**src/rtl/ncc_peak_tracker.sv**
```systemverilog
// Running-maximum tracker for the NCC PE array output.
// Each accepted beat is one column of LANES signed scores. The best score, lane and column
// seen across a search window are reported on a valid/ready result port once the window's
// last beat has been folded in.
module ncc_peak_tracker #(
  parameter int unsigned LANES    = 16,
  parameter int unsigned W        = 8,
  parameter int unsigned MAX_COLS = 640,
  parameter int          THRESH   = 0
) (
  input  logic                          clk,
  input  logic                          rst,
  input  logic                          abort,
  input  logic                          acc_valid,
  output logic                          acc_ready,
  input  logic                          acc_last,
  input  logic [LANES*W-1:0]            acc_data,
  output logic                          res_valid,
  input  logic                          res_ready,
  output logic signed [W-1:0]           res_score,
  output logic [$clog2(LANES)-1:0]      res_lane,
  output logic [$clog2(MAX_COLS)-1:0]   res_col,
  output logic                          res_found,
  output logic                          res_overflow
);

  localparam int unsigned LW = $clog2(LANES);
  localparam int unsigned CW = $clog2(MAX_COLS);

  localparam logic signed [W-1:0] MinScore = {1'b1, {(W-1){1'b0}}};
  localparam logic signed [W-1:0] Thresh   = W'(THRESH);
  localparam logic [CW-1:0]       LastCol  = CW'(MAX_COLS - 1);

  typedef enum logic [1:0] {
    StAccum,
    StDrain,
    StHold
  } state_e;

  state_e state_q, state_d;

  logic acc_fire;
  logic res_fire;

  // Stage 1: per-beat lane maximum
  logic signed [W-1:0] lane_max;
  logic [LW-1:0]       lane_idx;
  logic                s1_valid_q;
  logic signed [W-1:0] s1_score_q;
  logic [LW-1:0]       s1_lane_q;
  logic [CW-1:0]       s1_col_q;

  // Column position and window-level flags
  logic [CW-1:0] col_q;
  logic          ovf_q;

  // Running best over the window
  logic signed [W-1:0] best_score_q;
  logic [LW-1:0]       best_lane_q;
  logic [CW-1:0]       best_col_q;

  assign acc_fire = acc_valid & acc_ready;
  assign res_fire = res_valid & res_ready;

  // FSM state register
  always_ff @(posedge clk or posedge rst) begin
    if (rst) begin
      state_q <= StAccum;
    end else begin
      state_q <= state_d;
    end
  end

  // FSM next state and handshake outputs; abort overrides every transition
  always_comb begin
    state_d   = state_q;
    acc_ready = 1'b0;
    res_valid = 1'b0;
    unique case (state_q)
      StAccum: begin
        acc_ready = 1'b1;
        if (acc_valid && acc_last) begin
          state_d = StDrain;
        end
      end
      StDrain: begin
        state_d = StHold;
      end
      StHold: begin
        res_valid = 1'b1;
        if (res_ready) begin
          state_d = StAccum;
        end
      end
      default: begin
        state_d = StAccum;
      end
    endcase
    if (abort) begin
      state_d = StAccum;
    end
  end

  // Signed max across lanes; strict compare keeps the lowest lane on ties
  always_comb begin
    lane_max = acc_data[W-1:0];
    lane_idx = '0;
    for (int k = 1; k < LANES; k++) begin
      if ($signed(acc_data[k*W +: W]) > lane_max) begin
        lane_max = acc_data[k*W +: W];
        lane_idx = LW'(k);
      end
    end
  end

  // Stage-1 register, loaded on the beat handshake
  always_ff @(posedge clk or posedge rst) begin
    if (rst) begin
      s1_valid_q <= 1'b0;
      s1_score_q <= MinScore;
      s1_lane_q  <= '0;
      s1_col_q   <= '0;
    end else if (abort) begin
      s1_valid_q <= 1'b0;
    end else begin
      s1_valid_q <= acc_fire;
      if (acc_fire) begin
        s1_score_q <= lane_max;
        s1_lane_q  <= lane_idx;
        s1_col_q   <= col_q;
      end
    end
  end

  // Column counter: saturates at the last column, flagging any beat beyond it
  always_ff @(posedge clk or posedge rst) begin
    if (rst) begin
      col_q <= '0;
      ovf_q <= 1'b0;
    end else if (abort) begin
      col_q <= '0;
      ovf_q <= 1'b0;
    end else if (acc_fire) begin
      if (acc_last) begin
        col_q <= '0;
      end else if (col_q == LastCol) begin
        ovf_q <= 1'b1;
      end else begin
        col_q <= col_q + CW'(1);
      end
    end else if (res_fire) begin
      ovf_q <= 1'b0;
    end
  end

  // Stage 2: fold lane maximum into running best; strict compare keeps the earliest column
  always_ff @(posedge clk or posedge rst) begin
    if (rst) begin
      best_score_q <= MinScore;
      best_lane_q  <= '0;
      best_col_q   <= '0;
    end else if (abort || res_fire) begin
      best_score_q <= MinScore;
      best_lane_q  <= '0;
      best_col_q   <= '0;
    end else if (s1_valid_q && (s1_score_q > best_score_q)) begin
      best_score_q <= s1_score_q;
      best_lane_q  <= s1_lane_q;
      best_col_q   <= s1_col_q;
    end
  end

  // Result fields are only exposed while the result is being offered
  always_comb begin
    res_score    = '0;
    res_lane     = '0;
    res_col      = '0;
    res_found    = 1'b0;
    res_overflow = 1'b0;
    if (state_q == StHold) begin
      res_score    = best_score_q;
      res_lane     = best_lane_q;
      res_col      = best_col_q;
      res_found    = (best_score_q >= Thresh);
      res_overflow = ovf_q;
    end
  end

endmodule

```
**config.mk**
```make
export PLATFORM = sky130hd
export DESIGN_NAME = ncc_peak_tracker
export DESIGN_NICKNAME = d
export VERILOG_FILES = /design/src/rtl/ncc_peak_tracker.sv
export SDC_FILE = /design/constraint.sdc
export NUM_CORES = 1
export LEC_CHECK = 0
export CAP_MARGIN = 25
export CORE_MARGIN = 5
export CORE_UTILIZATION = 59
export DETAILED_ROUTE_END_ITERATION = 10
export PLACE_DENSITY = 0.86
export SKIP_CTS_REPAIR_TIMING = 1
export SLEW_MARGIN = 20
export SYNTH_ARGS = -nofsm -noshare
export SYNTH_HDL_FRONTEND = slang
export SYNTH_SLANG_ARGS = --single-unit
```
**constraint.sdc**
```tcl
create_clock -name clk -period 6.2 [get_ports clk]
set_input_delay 0.62 -clock clk [delete_from_list [all_inputs] [get_ports clk]]
set_output_delay 0.62 -clock clk [all_outputs]
set_load 0.01 [all_outputs]
```
==> results of run 1 <==
## per-stage QoR
step | TNS [ns] | cells | area, sq um | hold slack (ns)
after global placement | -235.10 | 1772 | 13200 | 0.462
after CTS | -263.75 | 1789 | 13500 | 0.507
after detailed placement | -259.19 | 1773 | 13200 | 0.473
after floorplan | -234.86 | 1128 | 9110 | 0.445
## logic make-up after synthesis
group,after synthesis
buffers and inverters,162
muxes,82
adders and majority gates,109
and+or+nand+nor,394
AOI/OAI and AO/OA,299
DFF,58
xor gates and xnor gates,24
==> flow_summary.ini, run 1 <==
[logic_synthesis]
synth_top_cell_area_share = 0.164
synth_seq_area_share = 0.171
synth-simple-area-share = 0.222
synth_area_sq_um = 8520
post_synth_xor_area_fraction = 0.0255
share_of_cell_area_taken_by_muxes_after_synthesis = 0.106
synth-seq-cells = 58
ys_top_cells_by_count = sky130_fd_sc_hd__inv_1 (131), sky130_fd_sc_hd__nor2_1 (122), sky130_fd_sc_hd__ha_1 (103), sky130_fd_sc_hd__nand2_1 (101), sky130_fd_sc_hd__a21oi_1 (78)
postSynthCellCount = 1128
synth.most_common_cell = sky130_fd_sc_hd__inv_1
postSynth.topFlopCell = sky130_fd_sc_hd__dfrtp_1
share_of_flip_flops_with_an_asynchronous_set_or_reset_after_synthesis = 1.00
synth-edff-count = 0
post_synthesis_cell_type_count = 89
yosys_synthesis_warning_count = 0
synth_top_family_by_area = compound AO/OA/AOI/OAI gates
synth_adder_area_share = 0.158
synth_area_leaders = sky130_fd_sc_hd__dfrtp_1 (16%), sky130_fd_sc_hd__ha_1 (15%), sky130_fd_sc_hd__inv_1 (5.8%)
synthesis.nets = 1365
synth_compound_area_frac = 0.245
post_synth.cell_area_avg_sq_um = 7.56
yosys.area.top_type = sky130_fd_sc_hd__dfrtp_1

[timing]
worstEpCategory = sequential cell input
grt_worst_setup_endpoint = s1_score_q[5]$_DFFE_PP0P_/D

[global_route]
grt_max_degree = 59

[cts]
htree_levels = 3
clk_path_buf_depth = 2
clock_sinks = 58
ctsRootBufferMaster = sky130_fd_sc_hd__clkbuf_16
cts_buffers = 9

[place]
dp_worst_setup_slack_ns = -21.65
routabilityCongestion = 0.944
detailed_placement_hpwl_microns = 28200
place.port_buffers = 159

[floorplanning]
rows = 44
num_io_pins = 160
die-width_microns = 130
start_util = 0.593
die_height_microns = 130

[outcome]
outcome = did not finish
last-stage-reached = global routing (5_1_grt)
first_error_line_in_the_log = [ERROR DPL-0038] Utilization greater than 100%, impossible to legalize
==> inputs of run 2 (changes only) <==
- CORE_UTILIZATION: 59 -> 40
- PLACE_DENSITY: 0.86 -> unset
- PLACE_DENSITY_LB_ADDON: unset -> 0.15
==> run 2 against run 1 <==
The flow now finishes, with violations (negative setup slack). Area after synthesis stayed put. Synthesized cell count unchanged.
==> flow_summary.ini, run 2 <==
[outcome]
outcome = finished, violations left
violations_in_the_final_reports = negative setup slack

[place]
placed_area_sq_um = 13300
routabilityCongestion = 0.870
place.port_buffers = 159
place_inst = 1860
detailed_placement_hpwl_microns = 22300

[global_route]
global_route.usage.met3 = 0.0166
globalRoute.totalOverflow = 0
antenna_found_initial = 0
first_global_vias = 9563
grt_most_used_layer = met2
grt_first_pass_wirelength_microns = 44000
grt.met2_usage = 0.375
track_usage = 0.211
met1_usage = 0.286
grt_max_degree = 59

[timing]
fin_crit_ns = 25.90
setup-tns-final_ns = -235.38
maxSlewHeadroom = 0.429
setup_ws_ns = -19.70
tightestPinTransition_ns = 0.856
timing.final.hold_violations = 0
final.period_utilization = 4.18
timing.clock.skew_ns = 0.00499
finalSetupViolations = 12
grt_setup_unrepaired = yes
report.final.slew_viol_count = 0
max_freq_ghz = 0.0386

[detailed_routing]
drcViolationCount = 0
dr_total_vias = 10073
drt_iter0_drc = 417
drt.antenna.violating_nets = 0
route.detailed.vias_per_inst = 5.19
firstDrtPassIters = 5
wl_per_cell_microns = 15.3
postRouteWirelength_microns = 29600

[cts]
clock_sinks = 58
worst_setup_hold_path_clk_slew_ns = 0.05
ctsRootBufferMaster = sky130_fd_sc_hd__clkbuf_16
cts_buffers = 9
clk_path_buf_depth = 2
tritoncts = yes
htree_levels = 3
clkLatencyLatePin_ns = 0.32

[cells_and_area]
layout_top_registers = best_col_q (10), col_q (10), s1_col_q (10)
layout_common_cells = sky130_fd_sc_hd__buf_4 (375), sky130_fd_sc_hd__clkdlybuf4s50_1 (143), sky130_fd_sc_hd__nor2_1 (107)
design.final.nets = 1896
antenna_cells_inserted = 0
mostFrequentLayoutCell = sky130_fd_sc_hd__buf_4
n_fill_cell = 1522
stdcell_area_sq_um = 15200
final_core_util = 0.722
final_layout_size_suffix_gt1_frac = 0.419
final_cell_count_without_fillers = 1939
area_growth_pct = 78.1

[setup_path]
worst_path_most_repeated_cell = sky130_fd_sc_hd__a21oi_2
cp_data_required_time_ns = 6.40
critPathSlowestCell = sky130_fd_sc_hd__a221o_2
worstPathArrival_ns = 26.10
cp-start-kind = input pin
rrSetupSlack_ns = 3.25
crit_type = in -> reg
critical_path.max_fanout = 8
setup.worst_path.end_class = flip-flop
critical-path-max-stage-delay_ns = 0.48

[logic_synthesis]
post_synth_xor_area_fraction = 0.0255
post_synthesis_cell_type_count = 89
synthesis.nets = 1365
post_synth.cell_area_avg_sq_um = 7.56
share_of_flip_flops_with_an_asynchronous_set_or_reset_after_synthesis = 1.00
share_of_cell_area_taken_by_muxes_after_synthesis = 0.106
synth_area_sq_um = 8520
synth_adder_area_share = 0.158
synth-simple-area-share = 0.222
postSynthCellCount = 1128
synth_seq_area_share = 0.171
yosys.area.top_type = sky130_fd_sc_hd__dfrtp_1
synth-seq-cells = 58
postSynth.topFlopCell = sky130_fd_sc_hd__dfrtp_1
yosys_synthesis_warning_count = 0
synth_top_cell_area_share = 0.164
synth_area_leaders = sky130_fd_sc_hd__dfrtp_1 (16%), sky130_fd_sc_hd__ha_1 (15%), sky130_fd_sc_hd__inv_1 (5.8%)
synth-edff-count = 0
synth.most_common_cell = sky130_fd_sc_hd__inv_1
ys_top_cells_by_count = sky130_fd_sc_hd__inv_1 (131), sky130_fd_sc_hd__nor2_1 (122), sky130_fd_sc_hd__ha_1 (103), sky130_fd_sc_hd__nand2_1 (101), sky130_fd_sc_hd__a21oi_1 (78)
synth_compound_area_frac = 0.245
synth_top_family_by_area = compound AO/OA/AOI/OAI gates

[floorplanning]
die-width_microns = 156
placeableCoreArea_sq_um = 21000
start_util = 0.406
dieArea_sq_um = 24300
rows = 53
die_height_microns = 156
num_io_pins = 160

[hold_path]
hold_class = reg -> reg

[job]
maxCapViolations = 0
run 2: worst max-delay path: cells and delay by family:
| family | cells | cell delay [ns] |
|---|---|---|
| AO/OA/AOI/OAI | 73 | 12.17 |
| adder cells (fa/ha/maj) | 15 | 3.78 |
| buffers and inverters | 22 | 2.53 |
| multiplexers | 8 | 2.45 |
| AND/OR/NAND/NOR | 31 | 4.55 |
run 2: area by class of cell:
class | count | area (sq um) | share of cell area
flip-flops and latches | 58 | 1450 | 0.0958
multi-input cells | 910 | 7890 | 0.520
well taps | 275 | 344 | 0.0227
clock buffers | 12 | 256 | 0.0169
clock inverters | 4 | 97.6 | 0.00643
repair buffers | 549 | 4610 | 0.304
inverters | 131 | 522 | 0.0344
run 2: path summary, 6_finish.rpt:
path | cells after the start | to | startpoint
setup / recovery | 149 | s1_score_q[0] | acc_data[10]
hold / removal | 2 | s1_col_q[3] | s1_col_q[3]
setup reg to reg | 14 | best_lane_q[1] | s1_score_q[1]
hold reg to reg | 2 | s1_col_q[3] | s1_col_q[3]
max in group asynchronous | 3 | s1_col_q[4] | rst
min in group asynchronous | 3 | best_score_q[3] | rst
run 2: per-stage QoR:
step / setup WS, ns / hold slack (ns)
floorplan: -19.67 / 0.445
global placement: -19.91 / 0.460
detailed placement: -20.52 / 0.470
CTS: -20.32 / 0.482
global route: -21.10 / 0.508
finish: -19.70 / 0.479
run 2: routing by layer:
| metal | share of wire | wire length [microns] | up-vias |
|---|---|---|---|
| li1 | - | - | 5099 |
| met1 | 0.44 | 13200 | 4732 |
| met2 | 0.51 | 15200 | 204 |
| met3 | 0.030 | 884 | 38 |
| met4 | 0.013 | 397 | 0 |
| met5 | 0 | 0 | - |
run 2: cells by family (layout without fill, tap and decap cells):
| family | Yosys count | count (layout) |
|---|---|---|
| fa+ha+maj | 109 | 109 |
| flops | 58 | 58 |
| simple gates | 394 | 394 |
| compound gates | 299 | 301 |
| mux | 82 | 82 |
| buf+inv | 162 | 696 |
| xor+xnor | 24 | 24 |
Power of run 2 is not shown: default switching activity piles up to over one toggle a cycle in this logic, so the estimate is an artifact.
==> inputs of run 3 (changes only) <==
- CTS_BUF_LIST: unset -> sky130_fd_sc_hd__clkbuf_8
==> run 3 against run 2 <==
The run still ends with negative setup slack left. Cell count did not move. Flip-flop and latch count stayed put. Register-to-register slack worse by 0.02 ns. Fmax up 0.26%. Critical path type unchanged. Critical endpoint is now s1_score_q[5].
==> flow_summary.ini, run 3 (same netlist as run 2, synthesis figures left out) <==
[cells_and_area]
n_fill_cell = 1567
final_layout_size_suffix_gt1_frac = 0.413
antenna_cells_inserted = 0
mostFrequentLayoutCell = sky130_fd_sc_hd__buf_4
layout_top_registers = best_col_q (10), col_q (10), s1_col_q (10)
final_cell_count_without_fillers = 1939
layout_common_cells = sky130_fd_sc_hd__buf_4 (374), sky130_fd_sc_hd__clkdlybuf4s50_1 (143), sky130_fd_sc_hd__nor2_1 (108)
final_core_util = 0.715
stdcell_area_sq_um = 15000
design.final.nets = 1896
area_growth_pct = 76.2
multi_input_area_sq_um = 7830
final-seq-area_sq_um = 1450

[place]
routabilityCongestion = 0.870
placed_area_sq_um = 13300
place_inst = 1860
detailed_placement_hpwl_microns = 22300
place.port_buffers = 159
dp_worst_setup_slack_ns = -20.52

[global_route]
grt_first_pass_wirelength_microns = 43500
first_global_vias = 9491
globalRoute.totalOverflow = 0
antenna_found_initial = 0
track_usage = 0.208
grt_max_degree = 59

[detailed_routing]
drt_iter0_drc = 397
wl_per_cell_microns = 15.1
drcViolationCount = 0
postRouteWirelength_microns = 29200
dr_total_vias = 10071
route.detailed.vias_per_inst = 5.19
firstDrtPassIters = 5
drt.antenna.violating_nets = 0

[timing]
report.final.slew_viol_count = 0
max_freq_ghz = 0.0387
finalSetupViolations = 12
timing.final.hold_violations = 0
grt_setup_unrepaired = yes
final.period_utilization = 4.17
tightestPinTransition_ns = 0.795
maxSlewHeadroom = 0.470
fin_crit_ns = 25.83
timing.clock.skew_ns = 0.00818
setup_ws_ns = -19.63

[floorplanning]
placeableCoreArea_sq_um = 21000
rows = 53
num_io_pins = 160
die_height_microns = 156
dieArea_sq_um = 24300
start_util = 0.406
die-width_microns = 156

[hold_path]
hold_class = reg -> reg

[outcome]
violations_in_the_final_reports = negative setup slack
outcome = finished, violations left

[setup_path]
cp-start-kind = input pin
cp.buffers_inverters = 22
cp_data_required_time_ns = 6.47
rrSetupSlack_ns = 3.23
critical-path-max-stage-delay_ns = 0.48
setup.worst_path.end_class = flip-flop
worstPathArrival_ns = 26.10
crit_type = in -> reg
critical_path.max_fanout = 8
critPathSlowestCell = sky130_fd_sc_hd__a221o_2
worst_path_most_repeated_cell = sky130_fd_sc_hd__a21oi_2
cp_top_family = compound AO/OA/AOI/OAI gates

[cts]
clk_path_buf_depth = 2
worst_setup_hold_path_clk_slew_ns = 0.07
tritoncts = yes
clock_sinks = 58
htree_levels = 3
ctsRootBufferMaster = sky130_fd_sc_hd__clkbuf_8
clkLatencyLatePin_ns = 0.34
cts_buffers = 9

[job]
maxCapViolations = 0
## run 3: cell types whose count changed in the layout (fill, tap and decap cells not counted), moves of 2 or more
cell                        previous run  this run
sky130_fd_sc_hd__a21oi_1              41        43
sky130_fd_sc_hd__and3_1                7         9
sky130_fd_sc_hd__ha_4                 43        41
sky130_fd_sc_hd__clkbuf_16            10         1
sky130_fd_sc_hd__clkbuf_8              2        11
sky130_fd_sc_hd__and3_4                7         5
sky130_fd_sc_hd__a21oi_2              33        31
sky130_fd_sc_hd__ha_1                 55        58
## run 3: worst min-delay path: stages (launching register included)
cell and delay, ns:
sky130_fd_sc_hd__dfrtp_1 0.34, sky130_fd_sc_hd__nand2_1 0.05, sky130_fd_sc_hd__nand2_1 0.05
## run 3: cell type report
type,count,area share
flip-flops and latches,58,0.0968
repair buffers,549,0.308
inverters,131,0.0347
well taps,275,0.0229
multi-input cells,910,0.521
clock buffers,11,0.0101
clock inverters,5,0.00675
## run 3: metal layers
| metal | routed length [microns] | part of all wire | vias to the layer above | track usage |
|---|---|---|---|---|
| met3 | 816 | 0.028 | 40 | 0.0136 |
| met1 | 13100 | 0.45 | 4747 | 0.284 |
| met2 | 14900 | 0.51 | 186 | 0.368 |
| met4 | 414 | 0.014 | 0 | 0.0333 |
| met5 | 0 | 0 | - | 0 |
| li1 | - | - | 5098 | - |
## run 3: final timing paths
check	start	to	cells past startpoint
hold reg to reg	s1_col_q[3]	s1_col_q[3]	2
setup / recovery	acc_data[10]	s1_score_q[5]	149
setup reg to reg	s1_score_q[1]	best_col_q[2]	14
min in group asynchronous	rst	best_score_q[1]	3
hold / removal	s1_col_q[3]	s1_col_q[3]	2
max in group asynchronous	rst	s1_col_q[6]	3
## run 3: metrics by stage
stage               TNS, ns  hold slack [ns]
floorplan           -234.86            0.445
global route        -251.13            0.508
finish              -235.06            0.479
global placement    -238.05            0.460
detailed placement  -245.45            0.470
CTS                 -242.57            0.486
Power of run 3 is left out for the same reason.
==> inputs of run 4 (changes only) <==
- CORE_UTILIZATION: 40 -> 45
- PLACE_DENSITY: unset -> 0.7
- PLACE_DENSITY_LB_ADDON: 0.15 -> unset
==> run 4 against run 3 <==
The run still ends with negative setup slack left. Register-to-register slack got worse by 0.08 ns. Largest cell class unchanged. Flip-flop and latch count unchanged. Cell area decreased by 0.73%. Die area decreased by 10%. First-iteration DRC count increased by 21%. Hold slack improved by 0.0063 ns.
==> flow_summary.ini, run 4 (same netlist as run 2, synthesis figures left out) <==
[floorplanning]
placeableCoreArea_sq_um = 18700
num_io_pins = 160
die-width_microns = 148
rows = 50
start_util = 0.456
dieArea_sq_um = 21800
die_height_microns = 148

[timing]
final.period_utilization = 4.22
report.final.slew_viol_count = 0
timing.final.hold_violations = 0
max_freq_ghz = 0.0382
setup_ws_ns = -19.99
timing.clock.skew_ns = 0.00645
fin_crit_ns = 26.19
grt_setup_unrepaired = yes
setup-tns-final_ns = -239.00
finalSetupViolations = 12
tightestPinTransition_ns = 0.898
maxSlewHeadroom = 0.401

[cts]
tritoncts = yes
clock_sinks = 58
clkLatencyLatePin_ns = 0.34
cts_buffers = 9
clk_path_buf_depth = 2
worst_setup_hold_path_clk_slew_ns = 0.07
htree_levels = 3
ctsRootBufferMaster = sky130_fd_sc_hd__clkbuf_8

[cells_and_area]
area_growth_pct = 74.9
final_layout_size_suffix_gt1_frac = 0.411
n_fill_cell = 1163
design.final.nets = 1895
layout_common_cells = sky130_fd_sc_hd__buf_4 (371), sky130_fd_sc_hd__clkdlybuf4s50_1 (143), sky130_fd_sc_hd__nor2_1 (108)
layout_top_registers = best_col_q (10), col_q (10), s1_col_q (10)
antenna_cells_inserted = 0
final_cell_count_without_fillers = 1897
mostFrequentLayoutCell = sky130_fd_sc_hd__buf_4
stdcell_area_sq_um = 14900

[hold_path]
min_path_cells = 2
hold_class = reg -> reg

[detailed_routing]
drt.antenna.violating_nets = 0
route.detailed.vias_per_inst = 5.56
drt_iter0_drc = 482
postRouteWirelength_microns = 31100
firstDrtPassIters = 7
dr_total_vias = 10545
drcViolationCount = 0
wl_per_cell_microns = 16.4

[setup_path]
cp_data_required_time_ns = 6.42
cp_top_family = compound AO/OA/AOI/OAI gates
critPathSlowestCell = sky130_fd_sc_hd__or4b_4
critical-path-max-stage-delay_ns = 0.55
r2r_cells = 15
cp.buffers_inverters = 21
setup.worst_path.end_class = flip-flop
worst_path_most_repeated_cell = sky130_fd_sc_hd__ha_4
crit_type = in -> reg
critical_path.max_fanout = 7
worstPathArrival_ns = 26.41
worstSetupPathDepth = 149
cp-start-kind = input pin

[place]
dp_worst_setup_slack_ns = -20.50
placed_area_sq_um = 13300
routabilityCongestion = 0.908
detailed_placement_hpwl_microns = 23000
place_inst = 1822
place.port_buffers = 159

[outcome]
violations_in_the_final_reports = negative setup slack
outcome = finished, violations left

[job]
maxCapViolations = 0

[global_route]
grt_first_pass_wirelength_microns = 44900
globalRoute.totalOverflow = 0
first_global_vias = 9872
antenna_found_initial = 0
grt_max_degree = 59
track_usage = 0.240
run 4: cell count changes in the layout (fill, tap and decap cells not counted), sizes merged:
| cell | change |
|---|---|
| clkinvlp | +1 |
| o21ai | +1 |
| clkinv | +1 |
| buf | -3 |
| bufinv | -1 |
run 4: path summary, 6_finish.rpt:
check                               from         endpoint  slack, ns
min in group asynchronous            rst  best_score_q[0]       0.80
min                          s1_col_q[6]      s1_col_q[6]       0.49
max                          acc_data[3]    s1_score_q[0]     -19.99
min reg2reg                  s1_col_q[6]      s1_col_q[6]       0.49
max reg2reg                s1_score_q[1]    best_col_q[0]       3.15
max in group asynchronous            rst         col_q[6]       4.93
run 4: worst register-to-register path: cells and delay by family (launching register included):
kind	cells	cell delay [ns]
and+or+nand+nor	6	0.90
AOI/OAI and AO/OA	6	0.81
DFF	1	0.41
adders and majority gates	1	0.32
buffers and inverters	1	0.23
muxes	1	0.23
run 4: layout make-up:
type | instances | area [sq um] | area share
Timing Repair Buffer | 547 | 4590 | 0.308
Tap cell | 234 | 293 | 0.0196
Sequential cell | 58 | 1450 | 0.0975
Inverter | 131 | 519 | 0.0348
Clock inverter | 6 | 88.8 | 0.00596
Clock buffer | 10 | 138 | 0.00923
Multi-Input combinational cell | 911 | 7830 | 0.525
run 4: layer usage:
metal  routed length [microns]  GRT usage  vias to the layer above
met5                         0          0                        -
met4                       884     0.0624                        0
met3                      1390     0.0236                       94
met2                     15400      0.423                      367
met1                     13300      0.313                     4968
li1                          -          -                     5116
run 4: per-stage QoR:
step / util / hold slack, ns
floorplan: - / 0.445
finish: 0.797 / 0.486
detailed placement: 0.710 / 0.470
global placement: 0.709 / 0.459
CTS: 0.722 / 0.486
global route: 0.797 / 0.512
Power of run 4 is left out for the same reason.
